## config.mk

```make
export PLATFORM = sky130hd
export DESIGN_NAME = ibex_rf_wr_arbiter
export DESIGN_NICKNAME = d
export VERILOG_FILES = /design/src/rtl/ibex_rf_wr_arbiter.sv
export SDC_FILE = /design/constraint.sdc
export NUM_CORES = 1
export LEC_CHECK = 0
export BUFFER_PORTS_ARGS = -buffer_cell sky130_fd_sc_hd__buf_2
export CAP_MARGIN = 40
export CORE_UTILIZATION = 30
export CTS_CLUSTER_SIZE = 25
export DETAILED_ROUTE_END_ITERATION = 10
export GPL_TIMING_DRIVEN = 0
export RECOVER_POWER = 50
export SETUP_SLACK_MARGIN = 0.5
export SKIP_LAST_GASP = 1
export SLEW_MARGIN = 20
export SYNTH_ARGS = -nofsm -noshare
export SYNTH_HDL_FRONTEND = slang
export SYNTH_SLANG_ARGS = --single-unit
```

## constraint.sdc

```tcl
create_clock -name clk_i -period 4.5 [get_ports clk_i]
set_clock_uncertainty 0.2 [all_clocks]
set_input_delay 0.9 -clock clk_i [delete_from_list [all_inputs] [get_ports clk_i]]
set_output_delay 0.9 -clock clk_i [all_outputs]
set_load 0.02 [all_outputs]
```

## src/rtl/ibex_rf_wr_arbiter.sv

```systemverilog
// rtl/ibex_rf_wr_arbiter.sv - register-file write-port arbiter with secure wipe and late-writeback buffer
module ibex_rf_wr_arbiter #(
  parameter bit                   RV32E       = 1'b0,
  parameter int unsigned          DataWidth   = 32,
  parameter bit                   WipeOnReset = 1'b1,
  parameter logic [DataWidth-1:0] WipeVal     = '0,
  parameter int unsigned          StarveLimit = 4
) (
  input  logic                 clk_i,
  input  logic                 rst_ni,
  input  logic                 wipe_req_i,
  output logic                 wipe_busy_o,
  input  logic                 prim_we_i,
  input  logic [4:0]           prim_waddr_i,
  input  logic [DataWidth-1:0] prim_wdata_i,
  output logic                 prim_ready_o,
  input  logic                 sec_valid_i,
  input  logic [4:0]           sec_waddr_i,
  input  logic [DataWidth-1:0] sec_wdata_i,
  output logic                 sec_ready_o,
  output logic                 sec_pend_o,
  output logic [4:0]           sec_pend_addr_o,
  output logic                 we_a_o,
  output logic [4:0]           waddr_a_o,
  output logic [DataWidth-1:0] wdata_a_o,
  output logic                 err_o
);
  localparam int unsigned NumWords  = RV32E ? 16 : 32;
  localparam logic [4:0]  LastAddr  = 5'(NumWords - 1);
  localparam logic [3:0]  StarveLim = 4'(StarveLimit);

  typedef enum logic {ST_WIPE, ST_RUN} state_e;

  state_e               state_q;
  logic [4:0]           wipe_cnt_q;
  logic                 buf_valid_q;
  logic [4:0]           buf_addr_q;
  logic [DataWidth-1:0] buf_data_q;
  logic [3:0]           starve_q;
  logic                 sec_ready_q;
  logic                 err_q;

  logic       run, starved, prim_wr, buf_wr, waw_drop, sec_accept, sec_bad;
  logic [4:0] sec_addr_eff;

  always_comb begin
    run          = (state_q == ST_RUN);
    starved      = buf_valid_q && (starve_q >= StarveLim);
    prim_ready_o = run && !starved;
    prim_wr      = prim_ready_o && prim_we_i;
    buf_wr       = run && buf_valid_q && (starved || !prim_we_i);
    // The primary is the newer producer, so a matching buffered write is stale.
    waw_drop     = prim_wr && buf_valid_q && (prim_waddr_i == buf_addr_q) &&
                   (prim_waddr_i != 5'd0);
    sec_accept   = sec_valid_i && sec_ready_q;
    sec_bad      = RV32E && sec_valid_i && sec_waddr_i[4];
    sec_addr_eff = RV32E ? {1'b0, sec_waddr_i[3:0]} : sec_waddr_i;

    we_a_o    = 1'b0;
    waddr_a_o = '0;
    wdata_a_o = '0;
    if (!run) begin
      we_a_o    = 1'b1;
      waddr_a_o = wipe_cnt_q;
      wdata_a_o = WipeVal;
    end else if (buf_wr) begin
      we_a_o    = 1'b1;
      waddr_a_o = buf_addr_q;
      wdata_a_o = buf_data_q;
    end else if (prim_wr) begin
      we_a_o    = 1'b1;
      waddr_a_o = prim_waddr_i;
      wdata_a_o = prim_wdata_i;
    end
  end

  always_ff @(posedge clk_i or negedge rst_ni) begin
    if (!rst_ni) begin
      state_q     <= WipeOnReset ? ST_WIPE : ST_RUN;
      wipe_cnt_q  <= 5'd1;
      buf_valid_q <= 1'b0;
      buf_addr_q  <= '0;
      buf_data_q  <= '0;
      starve_q    <= '0;
      sec_ready_q <= 1'b0;
      err_q       <= 1'b0;
    end else begin
      if (sec_bad) begin
        err_q <= 1'b1;
      end
      case (state_q)
        ST_WIPE: begin
          if (wipe_cnt_q == LastAddr) begin
            state_q     <= ST_RUN;
            wipe_cnt_q  <= 5'd1;
            sec_ready_q <= 1'b1;
          end else begin
            wipe_cnt_q <= wipe_cnt_q + 5'd1;
          end
        end
        ST_RUN: begin
          if (wipe_req_i) begin
            // Discarding the buffer keeps pre-wipe data from landing after the wipe.
            state_q     <= ST_WIPE;
            wipe_cnt_q  <= 5'd1;
            buf_valid_q <= 1'b0;
            starve_q    <= '0;
            sec_ready_q <= 1'b0;
          end else if (buf_wr || waw_drop) begin
            buf_valid_q <= 1'b0;
            starve_q    <= '0;
            sec_ready_q <= 1'b1;
          end else if (buf_valid_q) begin
            if (starve_q != 4'hF) begin
              starve_q <= starve_q + 4'd1;
            end
            sec_ready_q <= 1'b0;
          end else if (sec_accept) begin
            buf_valid_q <= 1'b1;
            buf_addr_q  <= sec_addr_eff;
            buf_data_q  <= sec_wdata_i;
            sec_ready_q <= 1'b0;
          end else begin
            sec_ready_q <= 1'b1;
          end
        end
      endcase
    end
  end

  assign wipe_busy_o     = (state_q == ST_WIPE);
  assign sec_ready_o     = sec_ready_q;
  assign sec_pend_o      = buf_valid_q;
  assign sec_pend_addr_o = buf_addr_q;
  assign err_o           = err_q;

endmodule

```

==> results.py <==
metrics = {
    "worst_hold_path": {
        "hold_depth": 2,
        "hp-class": "flop to flop",
        "hold_path_startpoint": "starve_q[1]$_DFFE_PN0P_",
        "worstHoldEndpoint": "starve_q[1]$_DFFE_PN0P_",
    },
    "clock_tree": {
        "cts_resized": 0,
        "cts_buffers": 5,
        "cts_setup_buffers": 0,
        "cts_hold_buf": 0,
        "h-tree-depth": 2,
        "root_buffer": "clkbuf_8",
        "cts_tree": "yes",
        "clk_pin_slew_worst_paths_ns": 0.09,
        "worstSkewPairLatency_ns": 0.30,
        "cts_buffer_depth": 2,
        "clkSinkCount": 49,
    },
    "timing": {
        "clock.fmax_ghz": 0.287,
        "setup-tns-final_ns": 0,
        "rsz0062_at_grt": "no",
        "period_needed_ns": 3.49,
        "final.period_utilization_pct": 77.5,
        "maxSlewViolCount": 50,
        "worst_slew_pin_slew_ns": 2.63,
        "relSlewSlack_pct": -75.2,
        "whs_ns": 0.298,
        "final-hold-violation-count": 0,
        "setup_violations": 0,
    },
    "detailed_routing": {
        "routedWlPerCell_um": 13.9,
        "via_per_inst": 4.82,
        "vias": 2173,
        "drt_wl_total_mm": 6.26,
        "drt_iter0_drc": 64,
        "post-route-drc-count": 0,
        "drt_pass1_iterations": 4,
        "detail-route-antenna-nets": 0,
    },
    "critical_path": {
        "path_delay_family": "buffers and inverters",
        "startpoint_type": "input pin",
        "critical_path_class": "input pin to output port",
        "rrSetupSlack_ns": 1.81,
        "r2r_end": "buf_data_q[30]$_DFFE_PN0P_",
        "critPathMostFrequentCell": "buf_2",
        "slowest_delay_ns": 0.37,
        "crit_path_cell_trace": "buf_2 -> or3b_1 -> nor2b_1 -> buf_2 -> buf_2 -> a22oi_1 -> nand2_1 -> buf_2",
        "critical_path_required_ns": 3.40,
        "endpoint_kind": "output port",
        "r2r_cells": 6,
        "critPathArrivalTime_ns": 2.39,
        "crit_path_top_delay_cell": "or3b_1",
        "rr_startpoint": "run$_DFF_PN0_",
        "cp_num_buf_inv": 4,
        "critPathMaxFanout": 10,
    },
    "placement": {
        "place.gp.congestion": 0.845,
        "dp.cells": 444,
        "port_buffers": 124,
        "dpl.hpwl_mm": 4.69,
    },
    "power": {
        "leakage_nw": 1.75,
        "peakVddDrop_uv": 234,
        "power.density_nw_per_um2": 519,
        "power_mw": 1.74,
    },
    "global_routing": {
        "grt_max_degree": 50,
        "grt_pass1_vias": 2041,
        "antenna_found_initial": 0,
        "grt_overflow": 0,
        "grt_pass1_wl_mm": 9.83,
        "grtUsageTotal_pct": 14.4,
    },
    "flow_run": {
        "maxCapViolCount": 1,
    },
    "cells_and_area": {
        "fin_util_pct": 40.9,
        "layout.nets": 428,
        "drive_above_1_share_pct": 49.4,
        "diodes": 0,
        "areaGrowthSynthToFinish_pct": 32.3,
        "final_cells": 451,
        "fillers": 841,
    },
    "run_status": {
        "violations": "capacitance limit, slew limit",
        "outcome": "complete, but fails checks",
    },
    "floorplanning": {
        "placementRows": 33,
        "core_area_um2": 8220,
        "die_x_um": 94.0,
        "initial_core_util_pct": 30.9,
        "chipHeight_um": 94.0,
        "io_pins": 127,
        "die-area_um2": 8840,
    },
    "synthesis": {
        "syn_area_per_cell_um2": 11.8,
        "ys_warn_count": 0,
        "synthCells": 215,
        "synth.yosys.seq_area_share_pct": 48.3,
        "ys_types": 37,
        "synth_nets": 297,
        "ys_ff_latch": 49,
        "synth_area_um2": 2540,
    },
}
per-layer routing:
| layer | track usage, % | part of all wire (%) |
|---|---|---|
| met5 | 0 | 0 |
| met4 | 3.85 | 1.0 |
| met3 | 4.29 | 7.7 |
| met2 | 23.5 | 47 |
| met1 | 18.5 | 44 |
through the flow:
step,area [um2],worst slack (ns)
after floorplan,2540,1.40
after global placement,3290,1.00
after detailed placement,3290,1.01
after CTS,3400,1.00
after global routing,3360,0.750
final,3360,1.01
flip-flops by register name (all words and copies together) (netlist names):
register / cells
sec_ready_o: 1
wipe_cnt_q: 5
run: 1
sec_pend_addr_o: 5
buf_data_q: 32
starve_q: 4
sec_pend_o: 1
worst max-delay path by stage:
stage	start	to	cells past startpoint
after global placement	prim_we_i	waddr_a_o[0]	8
after CTS	prim_we_i	waddr_a_o[0]	8
after detailed placement	prim_we_i	waddr_a_o[0]	8
after floorplan	prim_we_i	waddr_a_o[0]	6
final	prim_we_i	waddr_a_o[0]	8
after global routing	rst_ni	sec_pend_addr_o[3]$_DFFE_PN0P_	1
final cells by class:
cell class	instances	area (um2)	area share, %
sequential	49	1230	36.5
multi-input combinational	143	1160	34.6
timing repair buffer	124	609	18.1
tap	105	131	3.91
buffer	16	100	2.98
clock buffer	5	68.8	2.05
clock inverter	2	35.0	1.04
inverter	7	26.3	0.782
Yosys cell counts, drive strengths merged:
cell | n | area [um2]
nor2b | 2 | 15.0
inv | 7 | 26.3
o2bb2ai | 2 | 17.5
buf | 14 | 93.8
o31a | 1 | 8.76
a31oi | 1 | 6.26
nand2 | 9 | 33.8
a21oi | 5 | 28.8
nor3 | 2 | 10.0
dfstp | 1 | 26.3
ha | 3 | 37.5
dfrtp | 48 | 1200
or3b | 2 | 17.5
a22oi | 5 | 37.5
conb | 1 | 3.75
nand4 | 1 | 6.26
and2 | 5 | 31.3
xnor2 | 5 | 43.8
and3 | 1 | 6.26
nor4b | 1 | 8.76
o21ai | 9 | 45.0
a22o | 33 | 289
or4 | 1 | 11.3
mux2 | 37 | 417
nand3 | 3 | 20.0
or3 | 2 | 12.5
nor2 | 8 | 46.3
xor2 | 1 | 8.76
clkbuf | 2 | 7.51
o31ai | 3 | 22.5
worst min-delay path: stages, from the launching register on:
cell     delay, ns
dfrtp_1       0.36
nand2_1       0.05
o31ai_1       0.05
kinds of logic (layout without fill, tap and decap cells):
kind of cell,Yosys count,in the layout,synth area share [%]
other,1,1,0.148
DFF,49,49,48.3
xor gates and xnor gates,6,6,2.07
AOI/OAI and AO/OA,59,59,17.9
and+or+nand+nor,37,37,8.62
buffers and inverters,23,154,5.02
adders and majority gates,3,3,1.48
muxes,37,37,16.4
placed cells by master, fill, tap and decap left out, drive strengths merged, types with 3 or more instances in the layout:
cell,instances
nor2,8
and2,5
a21oi,5
xnor2,5
ha,3
mux2,37
a22oi,5
buf,128
a22o,33
dfrtp,48
nand3,3
o31ai,3
nand2,9
inv,7
clkbuf,17
o21ai,9
where the power goes:
| group | leakage (nW) | switching [mW] | total, mW | internal [mW] |
|---|---|---|---|---|
| Combinational | 1.05 | 0.380 | 0.700 | 0.320 |
| Clock | 0.0540 | 0.144 | 0.306 | 0.162 |
| Sequential | 0.643 | 0.121 | 0.738 | 0.617 |
| Total | 1.75 | 0.645 | 1.74 | 1.10 |
No activity file was read; power rests on OpenSTA's default activity.
